## config.mk

```make
export PLATFORM = sky130hd
export DESIGN_NAME = uart_tx_arbiter
export DESIGN_NICKNAME = d
export VERILOG_FILES = /design/src/rtl/uart_tx_arbiter_pkg.sv /design/src/rtl/uart_line_idle_detector.sv /design/src/rtl/uart_tx_arbiter.sv
export SDC_FILE = /design/constraint.sdc
export NUM_CORES = 1
export LEC_CHECK = 0
export ABC_AREA = 1
export ABC_CLOCK_PERIOD_IN_PS = 2700
export CORE_UTILIZATION = 62
export DETAILED_ROUTE_END_ITERATION = 12
export GPL_ROUTABILITY_DRIVEN = 1
export HOLD_SLACK_MARGIN = 0.06
export PLACE_DENSITY_LB_ADDON = 0.3
export SLEW_MARGIN = 0
export SYNTH_ARGS = -nofsm -noshare
export SYNTH_HDL_FRONTEND = slang
export SYNTH_HIERARCHICAL = 1
export SYNTH_SLANG_ARGS = --single-unit
```

## constraint.sdc

```tcl
create_clock -name clk -period 2.7 [get_ports clk]
set_input_delay 0.405 -clock clk [delete_from_list [all_inputs] [get_ports clk]]
set_output_delay 0.405 -clock clk [all_outputs]
set_load 0.02 [all_outputs]
```

## src/rtl/uart_tx_arbiter_pkg.sv

```systemverilog
// Shared constants and state encoding for the TXD pin arbiter.
// Baud period follows the UART TX define when the build provides one.
`ifndef UART_TX_BAUD_PERIOD
`define UART_TX_BAUD_PERIOD 434
`endif

package uart_tx_arbiter_pkg;
  localparam int unsigned UART_BAUD_PERIOD     = `UART_TX_BAUD_PERIOD;
  localparam int unsigned UART_IDLE_BITS       = 10;
  localparam int unsigned UART_MAX_WAIT_FRAMES = 16;

  typedef enum logic {
    OWN  = 1'b0,
    WAIT = 1'b1
  } arb_state_e;
endpackage

```

## src/rtl/uart_line_idle_detector.sv

```systemverilog
// Counts consecutive mark cycles on a serial line; idle once GUARD is reached.
module uart_line_idle_detector #(
  parameter int unsigned GUARD = 4340
) (
  input  logic clk,
  input  logic reset_n,
  input  logic line,
  input  logic clear,
  output logic idle
);
  localparam int unsigned CW = $clog2(GUARD + 1);

  logic [CW-1:0] count_q, count_d;

  always_comb begin
    count_d = count_q;
    if (clear || !line)             count_d = '0;
    else if (count_q != CW'(GUARD)) count_d = count_q + CW'(1);
  end

  always_ff @(posedge clk or negedge reset_n) begin
    if (!reset_n) count_q <= '0;
    else          count_q <= count_d;
  end

  assign idle = (count_q == CW'(GUARD));
endmodule

```

## src/rtl/uart_tx_arbiter.sv

```systemverilog
// Shares the TXD pad between CPU and OCD UARTs, switching owner only on a
// quiet line (both sources idle for a frame) or after a bounded timeout.
module uart_tx_arbiter
  import uart_tx_arbiter_pkg::*;
#(
  parameter int unsigned BAUD_PERIOD     = UART_BAUD_PERIOD,
  parameter int unsigned IDLE_BITS       = UART_IDLE_BITS,
  parameter int unsigned MAX_WAIT_FRAMES = UART_MAX_WAIT_FRAMES
) (
  input  logic clk,
  input  logic reset_n,
  input  logic sel_ocd1_cpu0,
  input  logic uart_tx_cpu,
  input  logic uart_tx_ocd,
  output logic TXD,
  output logic owner_ocd1_cpu0,
  output logic switch_pending,
  output logic forced_switch
);
  localparam int unsigned GUARD = IDLE_BITS * BAUD_PERIOD;
  localparam int unsigned TMO   = MAX_WAIT_FRAMES * GUARD;
  localparam int unsigned TW    = (TMO > 0) ? $clog2(TMO + 1) : 1;
  localparam logic [TW-1:0] TMO_LAST = (TMO > 0) ? TW'(TMO - 1) : '0;

  arb_state_e    state_q, state_d;
  logic          owner_q, owner_d;
  logic [TW-1:0] timer_q, timer_d;
  logic          forced_q, forced_d;
  logic          txd_q;
  logic          idle_clr, idle_cpu, idle_ocd;

  uart_line_idle_detector #(.GUARD(GUARD)) u_idle_cpu (
    .clk(clk), .reset_n(reset_n), .line(uart_tx_cpu), .clear(idle_clr), .idle(idle_cpu)
  );

  uart_line_idle_detector #(.GUARD(GUARD)) u_idle_ocd (
    .clk(clk), .reset_n(reset_n), .line(uart_tx_ocd), .clear(idle_clr), .idle(idle_ocd)
  );

  always_comb begin
    state_d  = state_q;
    owner_d  = owner_q;
    timer_d  = timer_q;
    forced_d = 1'b0;
    idle_clr = 1'b0;
    case (state_q)
      OWN: begin
        if (sel_ocd1_cpu0 != owner_q) begin
          state_d = WAIT;
          timer_d = '0;
        end
      end
      WAIT: begin
        if (sel_ocd1_cpu0 == owner_q) begin
          state_d = OWN;
        end else if (idle_cpu && idle_ocd) begin
          // Clearing both detectors makes a reverse request wait a full guard.
          owner_d  = ~owner_q;
          idle_clr = 1'b1;
          state_d  = OWN;
        end else if ((TMO != 0) && (timer_q == TMO_LAST)) begin
          owner_d  = ~owner_q;
          forced_d = 1'b1;
          state_d  = OWN;
        end else if (TMO != 0) begin
          timer_d = timer_q + TW'(1);
        end
      end
      default: state_d = OWN;
    endcase
  end

  always_ff @(posedge clk or negedge reset_n) begin
    if (!reset_n) begin
      state_q  <= OWN;
      owner_q  <= 1'b0;
      timer_q  <= '0;
      forced_q <= 1'b0;
      txd_q    <= 1'b1;
    end else begin
      state_q  <= state_d;
      owner_q  <= owner_d;
      timer_q  <= timer_d;
      forced_q <= forced_d;
      // Mux uses the pre-update owner so the new owner drives from the next edge.
      txd_q    <= owner_q ? uart_tx_ocd : uart_tx_cpu;
    end
  end

  assign TXD             = txd_q;
  assign owner_ocd1_cpu0 = owner_q;
  assign switch_pending  = (state_q == WAIT);
  assign forced_switch   = forced_q;
endmodule

```

==> results.py <==
metrics = {
    "final_layout": {
        "nNetsFinal": 452,
        "layout-drive-gt1-share_pct": 9.93,
        "final_core_util_pct": 68.8,
        "diodes": 0,
        "syn2layout_area_growth_pct": 6.09,
        "final_cell_count_no_fill": 510,
        "fillers": 422,
    },
    "power": {
        "pwr-share-comb_pct": 7.3,
        "clock_power_share_pct": 34.9,
        "seqPwrFrac_pct": 57.8,
        "power_density_nw_per_um2": 395,
        "ir_drop_uv": 209,
        "switching_share_pct": 25.4,
        "p_sw_w": 0.000326,
        "leakage_nw": 1.56,
        "p_int_w": 0.000957,
    },
    "logic_synthesis": {
        "ys_ff_latch": 47,
        "synthTopCellsByArea": "dfrtp_1, nand2_1, nor2_1",
        "netlist_instances": 436,
        "yosysTopAreaCellShare_pct": 37.6,
        "synthesis.area_um2": 3060,
        "synthesis.nets": 446,
        "synth.avg_cell_area_um2": 7.03,
        "seq_area_frac_synth_pct": 38.4,
        "yosysWarnings": 6,
        "synth_largest_area_cell": "dfrtp_1",
        "ys_types": 27,
    },
    "clock_tree": {
        "cts_setup_buffers": 0,
        "clk_path_buf_depth": 2,
        "clock_latency_ns": 0.31,
        "clk_pin_slew_ns": 0.09,
        "h-tree-depth": 2,
        "cts_resized": 0,
        "ctsHoldBuffers": 0,
        "cts_made_buffers": 5,
        "cts_tree": "built",
        "cts_sinks": 47,
        "clock-root-buffer": "clkbuf_8",
    },
    "worst_setup_path": {
        "crit_arrival_ns": 2.52,
        "crit_family": "simple AND/OR/NAND/NOR gates",
        "critical_path_class": "register to register",
        "critPathMaxFanout": 13,
        "path_cells": "inv_1, ha_1, nand2_1, inv_1, nand2_1, nor3_1, nand2_1, inv_1, nand2_1, nor2_1, nor2_2, inv_1, nor2_1, nand2_1, inv_1",
        "cp_num_buf_inv": 5,
        "critical_path_required_ns": 2.95,
        "critPathSlowestCell": "nor2_2",
        "startpoint_type": "register",
        "endpoint_kind": "register",
        "max_stage_delay_ns": 0.45,
    },
    "die": {
        "ioPinCount": 9,
        "coreArea_um2": 4720,
        "die_h_um": 72.3,
        "start_util_pct": 64.8,
        "die_area_um2": 5230,
        "num_rows": 25,
        "die_x_um": 72.3,
    },
    "timing": {
        "period_needed_ns": 2.27,
        "hold_violations": 0,
        "slew_headroom_pct": 56.2,
        "setup_tns_ns": 0,
        "setup-violations-final": 0,
        "clock_skew_ns": 0.00601,
        "fin_crit_sh_pct": 84.0,
        "rsz0062_at_grt": "no",
        "fmax_mhz": 441,
        "tightest_slew_ns": 0.658,
        "setup_ws_ns": 0.432,
        "drv_slew": 0,
    },
    "detailed_routing": {
        "totalWireLength_mm": 6.32,
        "drc": 0,
        "wl_per_cell_um": 12.4,
        "dr.pass1.iters": 4,
        "first_iter_violations": 198,
        "ant_nets": 0,
        "viasPerCell": 5.30,
        "vias": 2703,
    },
    "place": {
        "dp.cells": 502,
        "place_hpwl_mm": 4.69,
        "place_congestion": 0.917,
        "detailedPlace.worstSlack_ns": 0.466,
        "io_buffers": 8,
    },
    "grt": {
        "grt_pass1_wl_mm": 11.1,
        "grt_max_degree": 48,
        "grt_pass1_vias": 2522,
        "overflow": 0,
        "grt_usage_pct": 26.9,
        "antenna_found_initial": 0,
    },
    "status": {
        "status": "complete, no violations",
    },
    "hold_path": {
        "hp-class": "primary input to asynchronous set/reset pin",
    },
    "flow_run": {
        "cap_violations": 0,
    },
}
-- synth_stat cells, drive strengths merged --
| cell type | count |
|---|---|
| xnor2 | 2 |
| nand2 | 129 |
| xor2 | 4 |
| a21oi | 8 |
| o21ai | 26 |
| nor3 | 3 |
| clkbuf | 1 |
| dfstp | 1 |
| nand3 | 51 |
| inv | 53 |
| nor2 | 78 |
| nand4 | 13 |
| ha | 5 |
| or2 | 5 |
| dfrtp | 46 |
| o21bai | 1 |
| o211ai | 1 |
| buf | 9 |
-- sequential cells by signal, summed over array words and instances (netlist names) --
name	flops
TXD	1
forced_switch	1
owner_ocd1_cpu0	1
switch_pending	1
timer_q	17
u_idle_cpu/count_q	13
u_idle_ocd/count_q	13
-- worst register-to-register path: cells and delay by family (launching register included) --
family / cells / cell delay, ns
and+or+nand+nor: 9 / 1.12
buffers and inverters: 5 / 0.43
DFF: 1 / 0.42
adders and majority gates: 1 / 0.23
-- routing by layer --
metal | track usage [%] | share of wire (%)
met5 | 0 | 0
met4 | 6.97 | 1.1
met3 | 5.69 | 4.0
met2 | 44.0 | 47
met1 | 36.5 | 48
-- area by class of cell --
| type | instances | area (µm²) | share of cell area, % |
|---|---|---|---|
| Sequential cell | 47 | 1180 | 36.2 |
| Timing Repair Buffer | 9 | 82.6 | 2.54 |
| Inverter | 53 | 199 | 6.12 |
| Multi-Input combinational cell | 326 | 1620 | 49.7 |
| Clock buffer | 7 | 86.3 | 2.66 |
| Tap cell | 67 | 83.8 | 2.58 |
| Clock inverter | 1 | 5.00 | 0.154 |
-- metrics by stage --
stage / hold slack, ns / power [W] / instance area (µm²)
2_1_floorplan: 0.109 / 0.000816 / 3060
3_3_place_gp: 0.506 / 0.000844 / 3160
3_5_place_dp: 0.518 / 0.000849 / 3160
4_1_cts: 0.206 / 0.00129 / 3250
5_1_grt: 0.249 / 0.00132 / 3250
6_report: 0.183 / 0.00128 / 3250
-- power by group through the flow --
stage	combinational [W]	clock (W)	sequential, W
after floorplan	0.0000710	0	0.000745
after global placement	0.0000912	0	0.000753
after detailed placement	0.0000948	0	0.000754
after CTS	0.0000956	0.000454	0.000740
after global routing	0.000108	0.000472	0.000743
final	0.0000939	0.000448	0.000741
-- cells in the final DEF (no fill, tap or decap) --
cell type	instances
o211ai_1	1
clkbuf_8	6
nand3_2	4
clkdlybuf4s50_1	7
nor2_4	7
a21oi_1	8
nor2_1	66
nand2_2	12
nor2_2	3
nand3_1	46
ha_1	5
o21bai_1	1
nor3_1	3
clkbuf_1	1
o21ai_0	8
nor2_8	2
xor2_1	4
nand2_1	117
o21ai_1	18
or2_2	5
dfrtp_1	46
buf_2	1
clkinv_2	1
dfstp_2	1
nand4_1	13
inv_1	53
xnor2_1	2
buf_4	1
nand3_4	1
-- logic make-up (layout without fill, tap and decap cells) --
kind of cell | Yosys count | after routing | synth area share (%)
DFF | 47 | 47 | 38.4
buffers and inverters | 63 | 70 | 8.82
xor gates and xnor gates | 6 | 6 | 1.72
and+or+nand+nor | 279 | 279 | 42.9
adders and majority gates | 5 | 5 | 2.04
AOI/OAI and AO/OA | 36 | 36 | 6.05
-- worst paths after layout --
kind                                       startpoint                     to  slack, ns  cells after the start
worst min register to register            timer_q[16]            timer_q[16]       0.54                      2
max in group asynchronous                     reset_n  u_idle_cpu/count_q[9]       2.12                      2
worst max register to register  u_idle_ocd/count_q[0]  u_idle_cpu/count_q[3]       0.43                     15
worst min-delay path                          reset_n             timer_q[9]       0.18                      2
worst max-delay path            u_idle_ocd/count_q[0]  u_idle_cpu/count_q[3]       0.43                     15
min in group clk                          timer_q[16]            timer_q[16]       0.54                      2
No activity file was read; power rests on OpenSTA's default activity.
